### config.mk
export PLATFORM = sky130hd
export DESIGN_NAME = mem_rr_arbiter
export DESIGN_NICKNAME = d
export VERILOG_FILES = /design/src/rtl/mem_rr_arbiter.sv
export SDC_FILE = /design/constraint.sdc
export NUM_CORES = 1
export LEC_CHECK = 0
export ABC_AREA = 1
export BUFFER_PORTS_ARGS = -buffer_cell sky130_fd_sc_hd__buf_2
export CORE_MARGIN = 2
export CORE_UTILIZATION = 26
export CTS_CLUSTER_SIZE = 14
export DETAILED_ROUTE_END_ITERATION = 16
export GPL_ROUTABILITY_DRIVEN = 0
export PLACE_DENSITY = 0.61
export SYNTH_ARGS = -nofsm -noshare
export SYNTH_HDL_FRONTEND = slang
export SYNTH_SLANG_ARGS = --single-unit
export TNS_END_PERCENT = 50
### constraint.sdc
create_clock -name clk -period 1.05 [get_ports clk]
set_input_delay 0 -clock clk [delete_from_list [all_inputs] [get_ports clk]]
set_output_delay 0 -clock clk [all_outputs]
set_load 0.02 [all_outputs]
### src/rtl/mem_rr_arbiter.sv
// mem_rr_arbiter
//   Round-robin arbiter sharing one single-port synchronous memory between
//   NREQ requesters. One command is accepted per cycle and forwarded on a
//   registered memory command port. Read data is routed back to the requester
//   that issued the read through a two-stage tag pipe.
//
// Ports
//   clk, rst      clock, synchronous active-high reset
//   i_req         per-requester command request
//   i_req_rw      per-requester direction (1=read, 0=write)
//   i_req_add     packed addresses, requester i at [i*AW +: AW]
//   i_req_wdata   packed write data, requester i at [i*DW +: DW]
//   o_gnt         one-hot accept strobe (combinational)
//   o_rvalid      one-hot read-data-valid strobe
//   o_rdata       shared read data, qualified by o_rvalid
//   o_mem_en      memory command valid
//   o_mem_rw      memory direction (1=read, 0=write)
//   o_mem_add     memory address
//   o_mem_din     memory write data
//   i_mem_dout    memory read data, valid one cycle after the read command
//   o_last_gnt    index of the most recently granted requester
module mem_rr_arbiter #(
    parameter int unsigned NREQ = 2,
    parameter int unsigned AW   = 16,
    parameter int unsigned DW   = 16
) (
    input  logic               clk,
    input  logic               rst,
    input  logic [NREQ-1:0]    i_req,
    input  logic [NREQ-1:0]    i_req_rw,
    input  logic [NREQ*AW-1:0] i_req_add,
    input  logic [NREQ*DW-1:0] i_req_wdata,
    output logic [NREQ-1:0]    o_gnt,
    output logic [NREQ-1:0]    o_rvalid,
    output logic [DW-1:0]      o_rdata,
    output logic               o_mem_en,
    output logic               o_mem_rw,
    output logic [AW-1:0]      o_mem_add,
    output logic [DW-1:0]      o_mem_din,
    input  logic [DW-1:0]      i_mem_dout,
    output logic [2:0]         o_last_gnt
);

    localparam int unsigned IW = 3;

    logic [IW-1:0]   r_last_gnt;
    logic [IW-1:0]   r_ptr;        // first index searched this cycle
    logic            r_mem_en;
    logic            r_mem_rw;
    logic [AW-1:0]   r_mem_add;
    logic [DW-1:0]   r_mem_din;
    logic            r_tag_v;      // tag stage 1: read issued on the memory port
    logic [IW-1:0]   r_tag_id;
    logic [NREQ-1:0] r_rvalid;     // tag stage 2, one-hot
    logic [DW-1:0]   r_rdata_hold;

    logic [NREQ-1:0] w_gnt;
    logic            w_any;
    logic [IW-1:0]   w_idx;
    logic            w_sel_rw;
    logic [AW-1:0]   w_sel_add;
    logic [DW-1:0]   w_sel_din;
    logic            w_rd_live;

    // Round-robin search: indices from r_ptr upward first, then the wrap-around part
    always_comb begin
        w_gnt     = '0;
        w_any     = 1'b0;
        w_idx     = r_last_gnt;
        w_sel_rw  = 1'b1;
        w_sel_add = '0;
        w_sel_din = '0;
        for (int i = 0; i < NREQ; i++) begin
            if (!w_any && i_req[i] && (IW'(i) >= r_ptr)) begin
                w_any     = 1'b1;
                w_gnt[i]  = 1'b1;
                w_idx     = IW'(i);
                w_sel_rw  = i_req_rw[i];
                w_sel_add = i_req_add[i*AW +: AW];
                w_sel_din = i_req_wdata[i*DW +: DW];
            end
        end
        for (int i = 0; i < NREQ; i++) begin
            if (!w_any && i_req[i] && (IW'(i) < r_ptr)) begin
                w_any     = 1'b1;
                w_gnt[i]  = 1'b1;
                w_idx     = IW'(i);
                w_sel_rw  = i_req_rw[i];
                w_sel_add = i_req_add[i*AW +: AW];
                w_sel_din = i_req_wdata[i*DW +: DW];
            end
        end
        if (rst) begin
            w_gnt = '0;
            w_any = 1'b0;
        end
    end

    // Command register, pointer and read tag pipe
    always_ff @(posedge clk) begin
        if (rst) begin
            r_last_gnt   <= '0;
            r_ptr        <= '0;
            r_mem_en     <= 1'b0;
            r_mem_rw     <= 1'b1;
            r_mem_add    <= '0;
            r_mem_din    <= '0;
            r_tag_v      <= 1'b0;
            r_tag_id     <= '0;
            r_rvalid     <= '0;
            r_rdata_hold <= '0;
        end else begin
            r_mem_en <= w_any;
            r_mem_rw <= w_any ? w_sel_rw : 1'b1;
            if (w_any) begin
                r_mem_add  <= w_sel_add;
                r_mem_din  <= w_sel_din;
                r_last_gnt <= w_idx;
                r_ptr      <= (w_idx == IW'(NREQ - 1)) ? '0 : w_idx + IW'(1);
            end
            r_tag_v  <= w_any && w_sel_rw;
            r_tag_id <= w_idx;
            for (int i = 0; i < NREQ; i++) begin
                r_rvalid[i] <= r_tag_v && (r_tag_id == IW'(i));
            end
            if (w_rd_live) begin
                r_rdata_hold <= i_mem_dout;
            end
        end
    end

    // Memory output is live only in the rvalid cycle; hold it afterwards
    assign w_rd_live = |r_rvalid;
    assign o_rdata   = w_rd_live ? i_mem_dout : r_rdata_hold;

    assign o_gnt      = w_gnt;
    assign o_rvalid   = r_rvalid;
    assign o_mem_en   = r_mem_en;
    assign o_mem_rw   = r_mem_rw;
    assign o_mem_add  = r_mem_add;
    assign o_mem_din  = r_mem_din;
    assign o_last_gnt = r_last_gnt;

endmodule

### Word level (Yosys, flattened, before mapping)

Cells that the tools add are included.

* eq/ne operators: 2
* add/subtract/negate cells: 1
* mux-type cells: 27
* reductions and logical operators: 16
* bitwise operators: 1
* $lt $le $gt $ge: 4

Operator list (count)
* two-way mux 16 bit: 9
* two-way mux 3 bit: 5
* two-way mux 1 bit: 12
* logical AND 1 bit: 10
* equality test 3 x 1 -> 1 bit (second input constant): 2
* greater-or-equal comparator 1 x 3 -> 1 bit (first input constant): 2
* < comparator 1 x 3 -> 1 bit (first input constant): 2
* OR reduction 2 bit: 2
* adder 3 x 1 -> 3 bit (second input constant): 1
* logical NOT 1 bit: 3
* logical NOT 3 bit: 1
* two-way mux 2 bit: 1
* NOT 1 bit: 1

* flip-flop bits (word level): 62
* input port bits: 86
* output and inout port bits: 57

### Longest topological paths before layout

* depth in word-level cells: 18
* mapped depth: 9
* mapped depth without buffers: 7

### Least setup slack after synthesis

OpenSTA, ideal clock, no wires.

* kind: flip-flop to flip-flop
* start point: reg r_rvalid[1] (netlist: o_rvalid[1])
* end point: reg r_rdata_hold[5]
* arrival time: 1073 ps
* path buffers: 1
* required time: 922 ps
* clock period less this slack: 1200 ps
* path slack: -150 ps
* cell stages (with the launch flop): 6
* cells stage by stage: dfxtp_1 nor2_1 clkbuf_1 nand2_1 o21ai_0 nor2_1

* cells in the longest elaborated chain, start to end: 2

Ends and longest elaborated chain
* start: declaration: RTL line 54 `logic [NREQ-1:0] r_rvalid;`
* start signal: indexed assignment: RTL line 124 `r_rvalid[i] <= r_tag_v && (r_tag_id == IW'(i));`
* OR reduction 2 bit: RTL line 133 `assign w_rd_live = |r_rvalid;`
* two-way mux 16 bit
* end signal: assignment: RTL line 127 `r_rdata_hold <= i_mem_dout;`
* end: declaration: RTL line 55 `logic [DW-1:0] r_rdata_hold;`

Every way passes these cells.
A chain may end at the register's enable or synchronous reset.

### Final worst setup path

* start point: reg r_rvalid[1] (netlist: o_rvalid[1])
* end point: out o_rdata[8]

* cells in the longest elaborated chain, start to end: 2

Ends and longest elaborated chain
* OR reduction 2 bit: RTL line 133
* two-way mux 16 bit
* end: declaration: RTL line 35 `output logic [DW-1:0] o_rdata,`

Every way passes these cells.

==> results_dict.tcl <==
set metrics [dict create \
    antenna_found_initial 0 \
    cp.depth 6 \
    crit_chain "nor2_4, buf_6, clkbuf_16, o21ai_2, inv_1, buf_6" \
    cts_tree "built" \
    ff2ff_path_depth 9 \
    grt_max_degree 31 \
    wl_per_cell_um 15.0 \
    synth_nets 499 \
    cts-root-buf "clkbuf_8" \
    end_kind "output port" \
    ys_seq_area_share_pct 45.9 \
    r2r_end "o_mem_add[8]" \
    drc 0 \
    min_from "i_req_add[30]" \
    synth_largest_area_cell "dfxtp_1" \
    p_comb_share_pct 32.1 \
    grt_pass1_vias 3530 \
    regToRegSetupSlack_ns -0.28 \
    finalHoldViolCount 0 \
    p_total_mw 6.69 \
    grt_usage_pct 18.6 \
    multiInputGateArea_um2 1640 \
    p_leak_nw 2.81 \
    fp.dieW_um 106 \
    drtIter0Drc 168 \
    io_buffers 142 \
    mostFrequentLayoutCells "buf_2 (124), nand2_1 (97), dlygate4sd3_1 (66), dfxtp_1 (58), nor2_1 (41)" \
    setup_viol 61 \
    die_h_um 106 \
    finalCriticalPeriod_ns 1.41 \
    placed_cells 683 \
    power_switching_mw 2.12 \
    vias 3610 \
    cap_violations 0 \
    cts_sinks 62 \
    finalMaxSlewViolations 0 \
    grt_pass1_wl_um 16400 \
    swShare_pct 31.7 \
    critical_path_peak_fanout 8 \
    final_antenna_net_count 0 \
    n_antenna_cell 0 \
    yosys_warnings 0 \
    hp-class "in -> reg" \
    fmax_mhz 710 \
    fin_crit_sh_pct 134 \
    synth_seq_cells 62 \
    viasPerCell 4.59 \
    critPathTopFamily "buffers and inverters" \
    synth_area_um2 2710 \
    clk_pin_slew_ns 0.07 \
    crit_start "o_rvalid[1]" \
    instances_no_fill 786 \
    start_util_pct 26.5 \
    crit_path_max_incr_delay_ns 0.34 \
    start_kind "register" \
    p_int_mw 4.57 \
    vdd_drop_max_uv 523 \
    cp.required_ns 1.05 \
    worstMarginPinSlew_ns 0.552 \
    die_area_um2 11200 \
    synth_area_leaders "dfxtp_1 (46%), nand2_1 (16%), nand3_1 (10%), nor2_1 (7.5%), inv_1 (6.8%)" \
    grt_overflow 0 \
    nFillCells 924 \
    cp-endpoint "o_rdata[8]" \
    r2r_start "r_ptr[1]" \
    std_cell_rows 37 \
    dr.pass1.iters 5 \
    seq_area_um2 1250 \
    cts_inserted_buffers 9 \
    synth.top_cell.area_share_pct 45.9 \
    cp_common_cell "buf_6" \
    io_pins 143 \
    fin_skew_ns 0.00477 \
    area_delta_synth_final_pct 102 \
    syn_inst 413 \
    final_common_cell "buf_2" \
    critPathKind "reg -> out" \
    relSlewSlack_pct 63.2 \
    post-route-worst-setup-slack_ns -0.359 \
    power_density_nw_per_um2 1220 \
    cts_max_level 3 \
    coreArea_um2 10200 \
    syn_avg_cell_area_um2 6.55 \
    status "finished with violations" \
    nets 731 \
    violations "negative setup slack" \
    detailed_place_hpwl_um 5880 \
    path_buf_inv 4 \
    clock_path_buffers 2 \
    netlist-cell-type-count 15 \
    clockPowerShare_pct 29.3 \
    rsz0062_at_grt "yes" \
    drive_above_1_share_pct 47.1 \
    critPathArrivalTime_ns 1.41 \
    clk_latency_ns 0.33 \
    slowest_stage "dfxtp_2" \
    drt-total-wl_um 11800 \
    seq_power_share_pct 38.6 \
]
per-layer routing:
| metal | vias to the layer above | global-route usage (%) | share of wire, % | routed length (µm) |
|---|---|---|---|---|
| met5 | - | 0 | 0 | 0 |
| met4 | 0 | 5.64 | 1.7 | 201 |
| met3 | 22 | 5.03 | 6.4 | 751 |
| met2 | 169 | 34.3 | 53 | 6220 |
| met1 | 1680 | 20.6 | 39 | 4650 |
| li1 | 1739 | - | - | - |
through the flow:
step           setup TNS (ns)  worst slack (ns)  utilization, %  hold WS [ns]  cell area (µm²)
2_1_floorplan          -0.830           -0.0611               -         0.183             2730
3_5_place_dp            -1.92            -0.106            36.1         0.280             3690
5_1_grt                -19.54            -0.431            53.4        0.0163             5460
4_1_cts                -11.90            -0.343            48.6      0.000988             4980
3_3_place_gp            -1.62           -0.0889            36.1         0.277             3690
6_report               -14.21            -0.359            53.4       0.00471             5460
registers in the layout, indices dropped and copies added (netlist names):
name and count:
o_mem_din 16, r_tag_id 3, r_tag_v 1, o_last_gnt 3, r_rdata_hold 16, o_mem_add 16
r_ptr 3, o_mem_en 1, o_mem_rw 1, o_rvalid 2
worst min-delay path by stage:
stage	to	slack, ns	cells after the start
2_1_floorplan	o_rvalid[1]	0.18	3
3_3_place_gp	o_mem_add[4]	0.28	5
3_5_place_dp	o_mem_din[5]	0.28	5
4_1_cts	o_mem_add[13]	0.001	5
5_1_grt	o_mem_add[8]	0.02	5
6_report	o_mem_add[14]	0.005	5
worst reg2reg max path, cell delays in order, from the launching register on:
cell,delay (ns)
dfxtp_2,0.32
nor2_2,0.11
nand3_2,0.11
buf_6,0.15
buf_6,0.13
buf_12,0.14
nand3_2,0.06
nand2_1,0.05
nor2_1,0.11
nor2_1,0.04
cell families (layout without fill, tap and decap cells):
kind of cell	after synthesis	in the layout	synth area share, %
AO/OA/AOI/OAI	43	43	8.04
flip-flops	62	62	45.9
AND/OR/NAND/NOR	229	229	34.6
buffers and inverters	79	316	11.5
cell type report:
class | count | area share [%]
flip-flops and latches | 62 | 22.8
multi-input cells | 272 | 30.1
clock inverters | 3 | 0.321
clock buffers | 13 | 3.09
well taps | 136 | 3.11
inverters | 52 | 3.66
repair buffers | 248 | 36.9
what timing repair did:
item,in CTS,in global routing
pin swaps,19,18
hold buffers,66,0
endpoints found under the setup margin,55,66
gates cloned,6,1
gates resized for setup,77,127
buffers inserted,11,7
endpoints found under the hold margin,46,0
synthesized netlist by cell type:
| cell | n |
|---|---|
| nand2_1 | 118 |
| clkinv_1 | 1 |
| nor2_1 | 54 |
| dfxtp_1 | 62 |
| o211ai_1 | 1 |
| inv_1 | 49 |
| buf_2 | 11 |
| a21oi_1 | 14 |
| nand3b_1 | 2 |
| nor2_2 | 1 |
| clkbuf_1 | 15 |
| o21ai_0 | 28 |
| inv_2 | 2 |
| buf_1 | 1 |
| nand3_1 | 54 |
power by group through the flow:
stage	sequential (mW)	clock (mW)	combinational, mW
detailed placement	2.63	0	1.27
finish	2.58	1.96	2.15
global placement	2.63	0	1.25
floorplan	2.75	0	0.618
CTS	2.58	2.02	1.72
global route	2.60	2.14	2.30
(Power assumes the default switching activity.)
